File: config.mk
export PLATFORM = sky130hd
export DESIGN_NAME = bus_drive_sequencer_flat
export DESIGN_NICKNAME = d
export VERILOG_FILES = /design/src/rtl/bus_drive_sequencer_if.sv /design/src/rtl/bus_drive_sequencer.sv /design/src/flat_wrapper.sv
export SDC_FILE = /design/constraint.sdc
export NUM_CORES = 1
export LEC_CHECK = 0
export CAP_MARGIN = 10
export CORE_ASPECT_RATIO = 0.9
export CORE_UTILIZATION = 35
export CTS_CLUSTER_DIAMETER = 60
export DETAILED_ROUTE_END_ITERATION = 12
export PLACE_DENSITY = 0.59
export SLEW_MARGIN = 20
export SYNTH_ARGS = -nofsm -noshare
export SYNTH_HDL_FRONTEND = slang
export SYNTH_SLANG_ARGS = --single-unit
File: constraint.sdc
create_clock -name CLK -period 2.6 [get_ports CLK]
set_input_delay 0.52 -clock CLK [delete_from_list [all_inputs] [get_ports CLK]]
set_output_delay 0.52 -clock CLK [all_outputs]
set_load 0.03 [all_outputs]
File: src/rtl/bus_drive_sequencer_if.sv
// rtl/bus_drive_sequencer_if.sv - request/bus/enable signal bundle for bus_drive_sequencer
interface bus_drive_sequencer_if #(
    parameter int NSRC  = 4,
    parameter int WIDTH = 8
);
    logic [NSRC-1:0]  REQ;
    logic [WIDTH-1:0] BUS_IN;
    logic [NSRC-1:0]  OENB_N;
    logic [WIDTH-1:0] DATA_OUT;
    logic             VALID;
    logic [2:0]       SRC;
    logic [NSRC-1:0]  ACK;
    logic             BUSY;

    // Requesters and the bus model sit on the master side.
    modport master (
        output REQ, BUS_IN,
        input  OENB_N, DATA_OUT, VALID, SRC, ACK, BUSY
    );

    // The sequencer itself.
    modport slave (
        input  REQ, BUS_IN,
        output OENB_N, DATA_OUT, VALID, SRC, ACK, BUSY
    );
endinterface

File: src/rtl/bus_drive_sequencer.sv
// rtl/bus_drive_sequencer.sv - break-before-make round-robin enable sequencer for shared tristate bus
module bus_drive_sequencer #(
    parameter int NSRC  = 4,
    parameter int WIDTH = 8,
    parameter int HOLD  = 1
) (
    input  logic                  CLK,
    input  logic                  RESET,
    bus_drive_sequencer_if.slave  bus
);

    typedef enum logic [1:0] {
        IDLE  = 2'd0,
        DRIVE = 2'd1,
        TURN  = 2'd2
    } state_t;

    state_t           state_q, state_d;
    logic [2:0]       ptr_q, ptr_d;
    logic [3:0]       cnt_q, cnt_d;
    logic [NSRC-1:0]  oenb_n_q, oenb_n_d;
    logic [WIDTH-1:0] data_q, data_d;
    logic             valid_q, valid_d;
    logic [2:0]       src_q, src_d;
    logic [NSRC-1:0]  ack_q, ack_d;
    logic             busy_q, busy_d;

    logic             found, found_hi, found_lo;
    logic [2:0]       k, k_hi, k_lo;
    logic [NSRC-1:0]  grant_oenb_n;
    logic [NSRC-1:0]  ack_onehot;

    // Round-robin pick: lowest requester above the pointer, else lowest at/below it (wrap).
    always_comb begin
        found_hi = 1'b0;
        found_lo = 1'b0;
        k_hi     = 3'd0;
        k_lo     = 3'd0;
        for (int j = NSRC - 1; j >= 0; j--) begin
            if (bus.REQ[j]) begin
                if (3'(j) > ptr_q) begin
                    found_hi = 1'b1;
                    k_hi     = 3'(j);
                end else begin
                    found_lo = 1'b1;
                    k_lo     = 3'(j);
                end
            end
        end
        found = found_hi | found_lo;
        k     = found_hi ? k_hi : k_lo;
    end

    // Decode the enable pattern for a new grant and the ack for the driver being retired.
    always_comb begin
        grant_oenb_n = '1;
        ack_onehot   = '0;
        for (int j = 0; j < NSRC; j++) begin
            grant_oenb_n[j] = (3'(j) != k);
            ack_onehot[j]   = (3'(j) == ptr_q);
        end
    end

    // Next-state and registered-output logic; VALID/ACK default low so they only pulse.
    always_comb begin
        state_d  = state_q;
        ptr_d    = ptr_q;
        cnt_d    = cnt_q;
        oenb_n_d = oenb_n_q;
        data_d   = data_q;
        valid_d  = 1'b0;
        src_d    = src_q;
        ack_d    = '0;
        case (state_q)
            IDLE, TURN: begin
                // Bus is guaranteed undriven here, so a new grant cannot overlap a previous one.
                oenb_n_d = '1;
                state_d  = IDLE;
                if (found) begin
                    ptr_d    = k;
                    cnt_d    = 4'(HOLD - 1);
                    oenb_n_d = grant_oenb_n;
                    state_d  = DRIVE;
                end
            end
            DRIVE: begin
                if (cnt_q != 4'd0) begin
                    cnt_d = cnt_q - 4'd1;
                end else begin
                    data_d   = bus.BUS_IN;
                    src_d    = ptr_q;
                    ack_d    = ack_onehot;
                    valid_d  = 1'b1;
                    oenb_n_d = '1;
                    state_d  = TURN;
                end
            end
            default: begin
                oenb_n_d = '1;
                state_d  = IDLE;
            end
        endcase
        busy_d = (state_d != IDLE);
    end

    // State and output registers; async reset releases the bus without waiting for a clock.
    always_ff @(posedge CLK or posedge RESET) begin
        if (RESET) begin
            state_q  <= IDLE;
            ptr_q    <= 3'(NSRC - 1);
            cnt_q    <= 4'd0;
            oenb_n_q <= '1;
            data_q   <= '0;
            valid_q  <= 1'b0;
            src_q    <= 3'd0;
            ack_q    <= '0;
            busy_q   <= 1'b0;
        end else begin
            state_q  <= state_d;
            ptr_q    <= ptr_d;
            cnt_q    <= cnt_d;
            oenb_n_q <= oenb_n_d;
            data_q   <= data_d;
            valid_q  <= valid_d;
            src_q    <= src_d;
            ack_q    <= ack_d;
            busy_q   <= busy_d;
        end
    end

    assign bus.OENB_N   = oenb_n_q;
    assign bus.DATA_OUT = data_q;
    assign bus.VALID    = valid_q;
    assign bus.SRC      = src_q;
    assign bus.ACK      = ack_q;
    assign bus.BUSY     = busy_q;

endmodule

File: src/flat_wrapper.sv
// flat-port wrapper written by rule: the top's interface ports become plain ports
module bus_drive_sequencer_flat 
#(
    parameter int NSRC  = 4,
    parameter int WIDTH = 8,
    parameter int HOLD  = 1
)
  (CLK, RESET, bus_REQ, bus_BUS_IN, bus_OENB_N, bus_DATA_OUT, bus_VALID, bus_SRC, bus_ACK, bus_BUSY);
  bus_drive_sequencer_if #(.NSRC(NSRC), .WIDTH(WIDTH)) bus_i ();
  input  logic CLK;
  input  logic RESET;
  input wire logic [$bits(bus_i.REQ)-1:0] bus_REQ;
  input wire logic [$bits(bus_i.BUS_IN)-1:0] bus_BUS_IN;
  output wire logic [$bits(bus_i.OENB_N)-1:0] bus_OENB_N;
  output wire logic [$bits(bus_i.DATA_OUT)-1:0] bus_DATA_OUT;
  output wire logic [$bits(bus_i.VALID)-1:0] bus_VALID;
  output wire logic [$bits(bus_i.SRC)-1:0] bus_SRC;
  output wire logic [$bits(bus_i.ACK)-1:0] bus_ACK;
  output wire logic [$bits(bus_i.BUSY)-1:0] bus_BUSY;
  assign bus_i.REQ = bus_REQ;
  assign bus_i.BUS_IN = bus_BUS_IN;
  assign bus_OENB_N = bus_i.OENB_N;
  assign bus_DATA_OUT = bus_i.DATA_OUT;
  assign bus_VALID = bus_i.VALID;
  assign bus_SRC = bus_i.SRC;
  assign bus_ACK = bus_i.ACK;
  assign bus_BUSY = bus_i.BUSY;
  bus_drive_sequencer #(.NSRC(NSRC), .WIDTH(WIDTH), .HOLD(HOLD)) u_core (.CLK(CLK), .RESET(RESET), .bus(bus_i));
endmodule
# ---- After elaboration in Yosys (flattened, before gate mapping)
# Cells that the tools add are included.
dict set report totals {
  register_bits 30
  in_bits 14
  output_inout_bits 21
  wordCells 83
}
dict set report op_classes {
  add_sub_neg 1
  magnitude_cmp 4
  n_eq_ne 11
  n_mux 46
  n_bitwise 2
  n_reduce_logical 10
}
# op count
set ops {}
lappend ops {{$mux 3} 15}
lappend ops {{$mux 4} 6}
lappend ops {{$mux 1} 19}
lappend ops {{$pmux 4 s2} 2}
lappend ops {{$eq 2x3->1 const A} 2}
lappend ops {{$gt 1x3->1 const A} 2}
lappend ops {{$gt 2x3->1 const A} 2}
lappend ops {{$mux 2} 3}
lappend ops {{$ne 2x3->1 const A} 2}
lappend ops {{$ne 2x1->1 const B} 2}
lappend ops {{$pmux 2 s2} 1}
lappend ops {{$reduce_and 2->1} 2}
lappend ops {{$reduce_bool 2->1} 2}
lappend ops {{$reduce_bool 4->1} 1}
lappend ops {{$sub 4x1->4 const B} 1}
lappend ops {{$eq 1x3->1 const A} 1}
lappend ops {{$logic_not 3->1} 1}
lappend ops {{$ne 1x3->1 const A} 1}
lappend ops {{$reduce_and 3->1} 1}
lappend ops {{$reduce_bool 3->1} 1}
lappend ops {{$eq 2x1->1 const B} 1}
lappend ops {{$eq 2x2->1 const B} 1}
lappend ops {{$logic_not 2->1} 1}
lappend ops {{$ne 2x2->1 const B} 1}
lappend ops {{3 further kinds} 3}

# ---- Longest topological paths before layout
dict set report logic_depth {
  ltp_word 13
  ltp_mapped 8
  ltp_nobuf 7
}

# ---- Worst setup path before layout
# No wires, ideal clock.
dict set report synth_timing {
  kind {input-to-reg}
  start {in bus_REQ[1]}
  end {reg u_core.oenb_n_q[3], in the netlist u_core.bus.OENB_N[3]}
  setup_ns 0.080
  arrival_time_ns 1.328
  required_ns 2.520
  path_slack_ns 1.192
  cell_stages 4
  cell_sequence {o21ai_0 -> o221ai_2 -> or3_4 -> o22a_1}
}
dict set report synth_via {
  elab_chain_len 7
  elab_cells_between_ends 17
  cone_classes {1 x eq/ne; 15 x mux; 1 x bitwise}
}
# element line_no
set synth_lines {}
lappend synth_lines {{from (decl)} flat_wrapper.sv:12} ;# input wire logic [$bits(bus_i.REQ)-1:0] bus_REQ;
lappend synth_lines {{$mux 3 / $mux 1 (equally long branches)} bus_drive_sequencer.sv:40} ;# if (bus.REQ[j]) begin
lappend synth_lines {{$mux 3 / $mux 1 (equally long branches)} bus_drive_sequencer.sv:41} ;# if (3'(j) > ptr_q) begin
lappend synth_lines {{$mux 3 / $mux 1 (equally long branches)} bus_drive_sequencer.sv:40}
lappend synth_lines {{$mux 3} bus_drive_sequencer.sv:51} ;# k = found_hi ? k_hi : k_lo;
lappend synth_lines {{$ne 2x3->1} bus_drive_sequencer.sv:59} ;# grant_oenb_n[j] = (3'(j) != k);
lappend synth_lines {{$mux 4 (*)} bus_drive_sequencer.sv:79} ;# if (found) begin
lappend synth_lines {{$pmux 4 s2 (*)} bus_drive_sequencer.sv:74} ;# case (state_q)
lappend synth_lines {{to (signal assigned)} bus_drive_sequencer.sv:122} ;# oenb_n_q <= oenb_n_d;
lappend synth_lines {{to (decl)} bus_drive_sequencer.sv:21} ;# logic [NSRC-1:0] oenb_n_q, oenb_n_d;
# Mark *: on every way between the ends. The rest lies on a longest branch, timed or not.
# A chain may end at the register's enable or synchronous reset.

# ---- Worst setup path in the final report
dict set report layout_timing {
  start {reg u_core.oenb_n_q[1], in the netlist u_core.bus.OENB_N[1]}
  end {out bus_OENB_N[1]}
}
# element line_no
set layout_rtl {}
lappend layout_rtl {{to (decl)} flat_wrapper.sv:14} ;# output wire logic [$bits(bus_i.OENB_N)-1:0] bus_OENB_N;
# No word-level cell between the ends.

==> impl_metrics.json <==
{
  "gp_congestion": 0.7639,
  "worstPathCellList": "clkdlybuf4s50_1",
  "clock_skew_ns": 0.008783,
  "clock_sinks": 28,
  "netlist_area_mm2": 0.001225,
  "yosys-top-cells-area": "dfrtp_1, dfstp_2, nand2_1, o22a_1, ha_1",
  "crit_fanout": 2,
  "fmax_mhz": 504.7,
  "finalSetupTns_ns": 0,
  "crit_type": "flop to output pin",
  "maxSlewViolCount": 0,
  "ios": 35,
  "cts_tree": "yes",
  "critical_path.top_delay_family": "buffers and inverters",
  "synth_edf_count": 0,
  "grt-ovfl-total": 0,
  "synth_fa_ha_area_frac": 0.02043,
  "drtIter0Drc": 27,
  "detail_route.vias_per_cell": 4.843,
  "antenna_found_initial": 0,
  "routed_wl_mm": 2.484,
  "die_w_um": 64.36,
  "worstPathArrival_ns": 1.46,
  "synth_async_sr_flop_share": 1.000,
  "slew_headroom": 0.5839,
  "drc": 0,
  "grt_pass1_wl_mm": 4.422,
  "cts_hold_buf": 0,
  "cpPeakStageDelay_ns": 0.66,
  "crit_path_end_kind": "output pin",
  "yosysWarnings": 0,
  "die-area_mm2": 0.003741,
  "ys_seq_area_frac": 0.5781,
  "worst-slew-pin-transition_ns": 0.6235,
  "synth_compound_area_frac": 0.09091,
  "clockRootBuffer": "clkbuf_8",
  "required_ns": 2.08,
  "htree_levels": 1,
  "syn_avg_cell_area_um2": 10.29,
  "pwr_density_cell_mw_per_mm2": 1285,
  "ctsResizeCount": 0,
  "initial_core_util": 0.3653,
  "synthXorXnorAreaFrac": 0.01430,
  "dp_hpwl_mm": 1.872,
  "synthTopCellsByCount": "nand2_1, dfrtp_1, dfstp_2, nor2_1",
  "synth_top_cell_area_share": 0.4494,
  "synth_seq_cells": 28,
  "port_buffers": 33,
  "outcome": "completed",
  "rsz0062_at_grt": "no",
  "setup_viol": 0,
  "synth-main-ff-cell": "dfrtp_1",
  "hold_viol": 0,
  "max-vdd-ir-drop_uv": 494.2,
  "dr_total_vias": 954,
  "finalCritPeriodShare": 0.7621,
  "avgRoutedWirePerCell_um": 12.61,
  "final_core_util": 0.4892,
  "synthToLayoutAreaGrowth_pct": 33.91,
  "drt_first_pass_iters": 6,
  "slowest_stage": "clkdlybuf4s50_1",
  "grt_pass1_vias": 991,
  "worstSetupStartpointType": "flop",
  "clk_latency_ns": 0.27,
  "fin_nets": 170,
  "track_usage": 0.1542,
  "drtAntennaViolNets": 0,
  "netlist_instances": 119,
  "cts_max_path_buffers": 2,
  "diodes": 0,
  "p_leak_nw": 0.7509,
  "synth_top_family_by_area": "simple AND/OR/NAND/NOR gates",
  "worstHoldPathType": "flop to flop",
  "clkTransAtPathRegs_ns": 0.08,
  "period_minus_slack_ns": 1.981,
  "yosysTopAreaCell": "dfrtp_1",
  "cts_buffers": 3,
  "core_area_mm2": 0.003353,
  "fp-row-count": 20,
  "drive_gt1_frac": 0.1111,
  "die_h_um": 58.13,
  "power_mw": 2.108,
  "yosysMostFrequentCell": "nand2_1",
  "synth.net_count": 135,
  "synthSimpleGateAreaFrac": 0.2370,
  "cp_num_buf_inv": 1,
  "synth.mux.area_fraction": 0.01634,
  "grt_max_degree": 18,
  "postCtsSetupRepairBufs": 0,
  "drv_cap": 0,
  "ys_types": 32
}
==> layer usage <==
metal,up-vias,global-route usage,share of wire
met4,0,0.02857,0
met5,-,0,0
li1,454,-,-
met3,0,0.04134,0.047
met1,470,0.1885,0.44
met2,30,0.2752,0.51
==> registers in the layout (all words and copies together) (netlist names) <==
register             cells
u_core.cnt_q             4
u_core.bus.DATA_OUT      8
u_core.bus.VALID         1
u_core.ptr_q             2
u_core.bus.OENB_N        4
u_core.bus.BUSY          1
u_core.bus.ACK           4
u_core.state_q           2
u_core.bus.SRC           2
==> power by group <==
part           switching [mW]  internal [mW]  leakage (nW)
Sequential              0.140          0.656         0.340
Combinational           0.625          0.451         0.388
Clock                   0.126          0.110        0.0228
Total                   0.891           1.22         0.751
==> area by class of cell <==
cell class	count	area [um2]
Tap cell	44	55.05
Multi-Input combinational cell	81	467.9
Fill cell	321	1713
Timing Repair Buffer	35	345.3
Sequential cell	28	708.2
Inverter	5	18.77
Clock buffer	4	45.04
==> metrics by stage <==
step	hold WS [ns]	instance area, um2	setup slack (ns)	std cells
finish	0.4795	1640	0.6186	197
global route	0.5084	1640	0.4934	197
CTS	0.4882	1640	0.6022	197
detailed placement	0.4657	1595	0.5903	193
global placement	0.4578	1595	0.6329	193
floorplan	0.4462	1225	1.192	119
==> final timing paths <==
| check | startpoint | to | slack, ns | cells past startpoint |
|---|---|---|---|---|
| max | u_core.bus.OENB_N[1] | bus_OENB_N[1] | 0.62 | 1 |
| min | u_core.bus.SRC[0] | u_core.bus.SRC[0] | 0.48 | 2 |
| max reg2reg | u_core.cnt_q[1] | u_core.bus.ACK[2] | 0.70 | 7 |
| min reg2reg | u_core.bus.SRC[0] | u_core.bus.SRC[0] | 0.48 | 2 |
| max in group asynchronous | RESET | u_core.bus.SRC[1] | 1.38 | 3 |
| min in group asynchronous | RESET | u_core.bus.VALID | 0.63 | 2 |
==> cell usage in the layout, fill, tap and decap left out, types with 2 or more instances in the layout <==
cell type | Yosys | routed
a21oi_1 | 4 | 4
xor2_1 | 2 | 2
inv_1 | 4 | 4
mux2i_1 | 2 | 2
clkbuf_8 | 0 | 3
nand3b_1 | 2 | 2
nor2_1 | 6 | 6
o21ai_0 | 2 | 2
nand2b_1 | 3 | 3
dfrtp_1 | 22 | 22
buf_4 | 2 | 2
clkdlybuf4s50_1 | 0 | 33
nand2_1 | 34 | 34
o22a_1 | 4 | 4
nor3_1 | 3 | 3
dfstp_2 | 6 | 6
ha_1 | 2 | 2
and2b_1 | 3 | 3
==> kinds of logic after synthesis <==
family	count (synthesis)
AND/OR/NAND/NOR	59
flip-flops	28
AO/OA/AOI/OAI	15
buffers and inverters	10
adder cells (fa/ha/maj)	2
XOR/XNOR	2
multiplexers	2
other	1
Power figures use the tool's default switching activity.
